===== src/rtl/move_mailbox_reader.sv =====
// Polls two mailbox words in data memory (move-right / move-left flags),
// clears any nonzero flag and turns it into a pending move event for a
// consumer. Overflowing events are counted in a saturating drop counter.
//
// state | meaning
// IDLE  | bus released, idle down-counter running to the next sweep
// REQ   | requesting the memory port, waiting for grant
// RD_R  | presenting the right-flag address for a read
// CHK_R | right-flag read data valid, decide clear or move on
// CLR_R | writing 0 to the right flag, raising the right pending flag
// RD_L  | presenting the left-flag address for a read
// CHK_L | left-flag read data valid, decide clear or finish
// CLR_L | writing 0 to the left flag, raising the left pending flag
module move_mailbox_reader #(
  parameter int POLL_CYCLES = 1000,
  parameter int RIGHT_ADDR  = 205,
  parameter int LEFT_ADDR   = 206
) (
  input  logic        clock,
  input  logic        reset,
  output logic        bus_req,
  input  logic        bus_gnt,
  output logic [11:0] mem_addr,
  output logic        mem_wen,
  output logic [31:0] mem_wdata,
  input  logic [31:0] mem_rdata,
  output logic        evt_valid,
  output logic        evt_dir,
  input  logic        evt_ready,
  output logic [7:0]  drop_cnt
);

  localparam int              CW     = (POLL_CYCLES < 2) ? 1 : $clog2(POLL_CYCLES + 1);
  localparam logic [CW-1:0]   C_LOAD = CW'(POLL_CYCLES);
  localparam logic [11:0]     C_ADDR_R = 12'(RIGHT_ADDR);
  localparam logic [11:0]     C_ADDR_L = 12'(LEFT_ADDR);

  typedef enum logic [2:0] {
    S_IDLE, S_REQ, S_RD_R, S_CHK_R, S_CLR_R, S_RD_L, S_CHK_L, S_CLR_L
  } state_t;

  state_t          r_state;
  state_t          w_state_nxt;
  logic [CW-1:0]   r_idle_cnt;
  logic            r_resume_l;
  logic            r_right_pend;
  logic            r_left_pend;
  logic [7:0]      r_drop_cnt;

  logic            w_req;
  logic            w_wen;
  logic [11:0]     w_addr;
  logic            w_set_r;
  logic            w_set_l;
  logic            w_idle_tc;
  logic            w_xfer;
  logic            w_xfer_r;
  logic            w_xfer_l;
  logic            w_drop;

  assign w_idle_tc = (r_idle_cnt <= CW'(1));

  // State register; reset forces IDLE so bus_req/mem_wen drop immediately.
  always_ff @(posedge clock or posedge reset) begin
    if (reset) r_state <= S_IDLE;
    else       r_state <= w_state_nxt;
  end

  // Next-state and memory-port outputs; a lost grant always falls back to REQ.
  always_comb begin
    w_state_nxt = r_state;
    w_req       = 1'b0;
    w_wen       = 1'b0;
    w_addr      = '0;
    w_set_r     = 1'b0;
    w_set_l     = 1'b0;
    case (r_state)
      S_IDLE:  if (w_idle_tc) w_state_nxt = S_REQ;
      S_REQ: begin
        w_req = 1'b1;
        if (bus_gnt) w_state_nxt = r_resume_l ? S_RD_L : S_RD_R;
      end
      S_RD_R: begin
        w_req = 1'b1;
        if (!bus_gnt) w_state_nxt = S_REQ;
        else begin
          w_addr      = C_ADDR_R;
          w_state_nxt = S_CHK_R;
        end
      end
      S_CHK_R: begin
        w_req = 1'b1;
        if (!bus_gnt)              w_state_nxt = S_REQ;
        else if (mem_rdata != '0)  w_state_nxt = S_CLR_R;
        else                       w_state_nxt = S_RD_L;
      end
      S_CLR_R: begin
        w_req = 1'b1;
        if (!bus_gnt) w_state_nxt = S_REQ;
        else begin
          w_addr      = C_ADDR_R;
          w_wen       = 1'b1;
          w_set_r     = 1'b1;
          w_state_nxt = S_RD_L;
        end
      end
      S_RD_L: begin
        w_req = 1'b1;
        if (!bus_gnt) w_state_nxt = S_REQ;
        else begin
          w_addr      = C_ADDR_L;
          w_state_nxt = S_CHK_L;
        end
      end
      S_CHK_L: begin
        w_req = 1'b1;
        if (!bus_gnt)              w_state_nxt = S_REQ;
        else if (mem_rdata != '0)  w_state_nxt = S_CLR_L;
        else                       w_state_nxt = S_IDLE;
      end
      S_CLR_L: begin
        w_req = 1'b1;
        if (!bus_gnt) w_state_nxt = S_REQ;
        else begin
          w_addr      = C_ADDR_L;
          w_wen       = 1'b1;
          w_set_l     = 1'b1;
          w_state_nxt = S_IDLE;
        end
      end
      default: w_state_nxt = S_IDLE;
    endcase
  end

  // Idle down-counter, reloaded whenever a sweep finishes.
  always_ff @(posedge clock or posedge reset) begin
    if (reset)                                        r_idle_cnt <= C_LOAD;
    else if (w_state_nxt == S_IDLE && r_state != S_IDLE) r_idle_cnt <= C_LOAD;
    else if (r_state == S_IDLE && r_idle_cnt != '0)   r_idle_cnt <= r_idle_cnt - CW'(1);
  end

  // Remembers which flag to resume at after a grant loss.
  always_ff @(posedge clock or posedge reset) begin
    if (reset)                        r_resume_l <= 1'b0;
    else if (w_state_nxt == S_RD_L)   r_resume_l <= 1'b1;
    else if (w_state_nxt == S_IDLE)   r_resume_l <= 1'b0;
  end

  assign w_xfer   = evt_valid & evt_ready;
  assign w_xfer_l = w_xfer & r_left_pend;
  assign w_xfer_r = w_xfer & ~r_left_pend & r_right_pend;
  assign w_drop   = (w_set_l & r_left_pend  & ~w_xfer_l) |
                    (w_set_r & r_right_pend & ~w_xfer_r);

  // Pending flags: a new set wins over a same-cycle transfer.
  always_ff @(posedge clock or posedge reset) begin
    if (reset) begin
      r_right_pend <= 1'b0;
      r_left_pend  <= 1'b0;
    end else begin
      if (w_set_r)       r_right_pend <= 1'b1;
      else if (w_xfer_r) r_right_pend <= 1'b0;
      if (w_set_l)       r_left_pend  <= 1'b1;
      else if (w_xfer_l) r_left_pend  <= 1'b0;
    end
  end

  // Saturating count of events overwritten while still pending.
  always_ff @(posedge clock or posedge reset) begin
    if (reset)                            r_drop_cnt <= '0;
    else if (w_drop && r_drop_cnt != 8'hFF) r_drop_cnt <= r_drop_cnt + 8'd1;
  end

  assign bus_req   = w_req;
  assign mem_wen   = w_wen;
  assign mem_addr  = w_addr;
  assign mem_wdata = '0;
  assign evt_valid = r_left_pend | r_right_pend;
  assign evt_dir   = r_left_pend;
  assign drop_cnt  = r_drop_cnt;

endmodule


===== config.mk =====
export PLATFORM = sky130hd
export DESIGN_NAME = move_mailbox_reader
export DESIGN_NICKNAME = d
export VERILOG_FILES = /design/src/rtl/move_mailbox_reader.sv
export SDC_FILE = /design/constraint.sdc
export NUM_CORES = 1
export LEC_CHECK = 0
export BUFFER_PORTS_ARGS = -buffer_cell sky130_fd_sc_hd__buf_2
export CORE_MARGIN = 8
export CORE_UTILIZATION = 46
export CTS_CLUSTER_DIAMETER = 100
export DETAILED_ROUTE_END_ITERATION = 7
export PLACE_DENSITY_LB_ADDON = 0.2
export SYNTH_ARGS = -nofsm -noshare
export SYNTH_HDL_FRONTEND = slang
export SYNTH_SLANG_ARGS = --single-unit

===== constraint.sdc =====
create_clock -name clock -period 2.1 [get_ports clock]
set_clock_uncertainty 0.1 [all_clocks]
set_input_delay 0.21 -clock clock [delete_from_list [all_inputs] [get_ports clock]]
set_output_delay 0.21 -clock clock [all_outputs]
set_load 0.05 [all_outputs]

Word level (Yosys, flattened, before mapping)
Index checks and enable logic that the tools add are counted.
Widths: inputs -> output; s select.

cells by class
  reductions and logical operators = 16
  div/mod/pow operators = 0
  $lt $le $gt $ge = 1
  eq/ne operators = 9
  mux-type cells = 28
  bitwise gates (word level) = 13
  shifts and indexed selects = 0
  multipliers = 0
  $add $sub $neg = 2

operator list
  operator               count
  $reduce_bool 32->1     1
  $mux 3                 8
  $pmux 3 s8             1
  $mux 10                2
  $mux 8                 2
  $pmux 8 s2             1
  $eq 3x3->1 const B     5
  $mux 1                 13
  $le 10x1->1 const B    1
  $reduce_bool 10->1     1
  $sub 10x1->10 const B  1
  $add 8x1->8 const B    1
  $and 1x1->1            8
  $ne 8x8->1 const B     1
  $reduce_bool 2->1      4
  $reduce_or 7->1        1
  $eq 3x2->1 const B     2
  $logic_not 3->1        2
  $reduce_or 2->1        3
  $eq 3x1->1 const B     1
  $logic_and 1x1->1      3
  $not 1->1              3
  $reduce_bool 3->1      1
  $mux 2                 1
  $or 1x1->1             2

storage, ports and cells
  latch bits = 0
  ROM bits = 0
  output and inout port bits = 56
  bits in registers = 24
  memory bits (writable) = 0
  word-level logic and storage cells = 75
  memories = 0

Depth between registers and ports, before layout
  depth after elaboration = 8
  gate-level depth with buffers = 7
  gate-level depth less buffers = 7

Worst setup path after synthesis
OpenSTA, ideal clock, no wires.

  path kind = register to output
  start point = register r_state[1]
  end point = output mem_addr[3]
  stages on the path, launching flop included = 6
  arrival time = 2718 ps
  data required time = 1790 ps
  slack = -928 ps
  path buffers = 2
  cell sequence = dfrtp_1 buf_2 xnor2_1 nor3b_1 or2_1 buf_4

on the way
  longest elaborated chain between the ends = 3
  elaborated cells on any way between the ends = 7
  classes of those cells = eq/ne: 4; mux: 1; reduce/logical: 2

ends and longest elaborated chain
  item                                      line  RTL
  start, declared                           42    state_t r_state;
  start signal, assigned                    66    else r_state <= w_state_nxt;
  $eq 3x3->1 or $eq 3x2->1 (tied branches)  77    case (r_state)
  $reduce_or 2->1 (no line)                 n/a
  $pmux 8 s2 (*)                            77
  end, declared                             23    output logic [11:0] mem_addr,

Mark *: on every way between the ends. The rest lies on a longest branch, timed or not.

Worst setup path in the final report
  start point = register r_drop_cnt[2] (netlist: drop_cnt[2])
  end point = register r_drop_cnt[1] (netlist: drop_cnt[1])

on the way
  longest elaborated chain between the ends = 2

ends and longest elaborated chain
  item                    line  RTL
  start, declared         48    logic [7:0] r_drop_cnt;
  start signal, assigned  171   else if (w_drop && r_drop_cnt != 8'hFF) r_drop_cnt <= r_drop_cnt + 8'd1;
  $ne 8x8->1              171
  $logic_and 1x1->1       171

Every way passes these cells.
A chain may end at the register's enable or synchronous reset.

==> flow_summary.toml <==
[routing]
wl_per_cell_um = 12.6
routed_via_density = 4.68
drtIter0Drc = 42
wl_um = 3810
dr_total_vias = 1413
drt-pass1-iter-count = 4
drc = 0
ant_nets = 0

[synth]
synth-async-reset-ratio_pct = 100
synth_compound_area_share_pct = 12.0
yosysSeqAreaShare_pct = 33.2
synth_top_family_by_area = "simple AND/OR/NAND/NOR gates"
synth_fa_ha_area_share_pct = 2.73
ys_types = 50
synth_edf_count = 0
synthFlopType = "dfrtp_1"
synthSimpleGateAreaFrac_pct = 24.0
synthXorXnorAreaFrac_pct = 7.18
synth-seq-cells = 24
synth_area_per_cell_um2 = 9.53
netlist_instances = 192
synth_area_um2 = 1830
synthMuxAreaShare_pct = 1.44
yosysWarnings = 0

[timing]
final.setup.tns_ps = 0
setup_ws_ps = 152
finalCritPeriodShare_pct = 92.7
rsz0062_at_grt = "false"
period_needed_ps = 1950
setup_violations = 0
hold_violations = 0
max_freq_mhz = 513
slew_violations = 0

[power_and_ir_drop]
swShare_pct = 50.2
internal_power_mw = 1.17
power_frac_comb_pct = 56.8
p_per_area_nw_per_um2 = 1110
seqPwrFrac_pct = 31.5
leakagePower_nw = 1.06
clkPwrFrac_pct = 11.7
irDropWorstVdd_uv = 406
p_switching_mw = 1.18

[placement]
io_buffers = 53
dp.cells = 297
gp_congestion = 0.796
dp_hpwl_um = 3210
pre_cts_slack_ps = 43.2

[grt]
grtUsageTotal_pct = 11.7
grt_pass1_vias = 1389
antenna_found_initial = 0
grt_max_degree = 25
grt_first_pass_wirelength_um = 6180
grt_overflow = 0

[critical_path]
critPathMaxFanout = 8
rr_worst_depth = 4
required_ps = 2150
worstSetupStartpointType = "register"
crit_arrival_ps = 2000
crit_type = "register to register"
end_kind = "register"

[outcome]
status = "complete, no violations"

[finish]
utilization_pct = 54.0
final_layout_size_suffix_gt1_share_pct = 36.9
most-common-layout-cells = "buf_2, conb_1, nand2_1, dfrtp_1, xnor2_1"
n_antenna_cell = 0
area_growth_pct = 15.5
nets = 293
final_cells = 302
layout_commonest_cell = "buf_2"

[clocking]
clockBufferDepth = 2
cts.clk_slew.worst_paths_ps = 80
cts_tree = "done"
numCtsBuffers = 3
clk_latency_ps = 260
cts.sinks = 24
root_buffer = "clkbuf_8"
htreeDepth = 1

[floorplanning]
die_area_um2 = 6250
design.core.area_um2 = 3910
die_height_um = 79.1
core.rowCount = 23
die_w_um = 79.1
start_util_pct = 46.8
ioPinCount = 92

[flow_run]
max_cap_viol_count = 0

[min_path]
hold_path.class = "input pin to register"
hold_depth = 3
## through the flow
| stage | power [mW] | area [um^2] | hold slack [ps] |
|---|---|---|---|
| 2_1_floorplan | 1.87 | 1980 | 120 |
| 3_3_place_gp | 2.09 | 2060 | 177 |
| 3_5_place_dp | 2.10 | 2060 | 174 |
| 4_1_cts | 2.38 | 2110 | 138 |
| 5_1_grt | 2.53 | 2110 | 149 |
| 6_report | 2.35 | 2110 | 136 |
## path summary, 6_finish.rpt
path | start | end | slack (ps)
setup / recovery | drop_cnt[2]$_DFFE_PP0P_ | drop_cnt[1]$_DFFE_PP0P_ | 150
hold / removal | evt_ready | evt_dir$_DFFE_PP0P_ | 140
setup reg to reg | drop_cnt[2]$_DFFE_PP0P_ | drop_cnt[1]$_DFFE_PP0P_ | 150
hold reg to reg | drop_cnt[4]$_DFFE_PP0P_ | drop_cnt[4]$_DFFE_PP0P_ | 400
max in group asynchronous | reset | r_idle_cnt[5]$_DFFE_PP1P_ | 1180
min in group asynchronous | reset | r_state[1]$_DFF_PP0_ | 430
## metal layers
metal	vias up	GRT usage [%]	wire (um)
met1	670	13.2	1510
met4	0	2.22	15
met5	-	0	0
met2	40	21.7	1990
li1	701	-	-
met3	2	2.93	296
## repair_timing
item / 4_1_cts / 5_1_grt
buffers inserted: 0 / 0
resized for setup: 0 / 0
endpoints found under the hold margin: 18 / 0
hold buffers: 1 / 0
## layout make-up
type	count	area, um^2
flip-flops and latches	24	608
repair buffers	64	350
fillers	390	1800
clock buffers	4	45.0
multi-input cells	153	1020
well taps	50	62.6
inverters	7	26.3
## flip-flops by register name (all words and copies together), names as in the netlist
signal and cells:
drop_cnt 8, r_resume_l 1, evt_dir 1, r_state 3, r_idle_cnt 10, r_right_pend 1
## cell families (layout without fill, tap and decap cells)
kind of cell | Yosys count | count (layout)
other cells | 1 | 38
flops | 24 | 24
mux | 2 | 2
simple gates | 70 | 70
buf+inv | 52 | 75
xor+xnor | 15 | 15
fa+ha+maj | 4 | 4
compound gates | 24 | 24
## worst max-delay path: stages, from the launching register on
cell,delay [ps]
dfrtp_1,440
and3_1,230
and3_1,220
a311oi_4,480
mux2_1,360
## power groups by stage
stage	registers, mW	logic (mW)	clock network (mW)
finish	0.742	1.34	0.275
global route	0.766	1.45	0.310
CTS	0.745	1.35	0.288
detailed placement	0.753	1.34	0
global placement	0.755	1.34	0
floorplan	0.704	1.17	0
## cells in the mapped netlist (2+ instances only)
cell       n  area [um^2]
nand4_1    5         31.3
xnor2_1   12          105
nor4_2     2         25.0
nor3_2     2         20.0
nor2b_1    2         12.5
inv_1      6         22.5
a21oi_1    7         35.0
buf_2      3         15.0
dfrtp_1   18          450
ha_1       4         50.1
nor2_1    10         37.5
o21ai_1    3         15.0
nor4_1     8         50.1
xor2_1     3         26.3
nand2b_1   3         18.8
dfstp_2    6          158
and3_1     3         18.8
nor4_4     2         42.5
nand2_1   21         78.8
buf_4     41          308
and2_1     2         12.5
No activity file was read; power rests on OpenSTA's default activity.
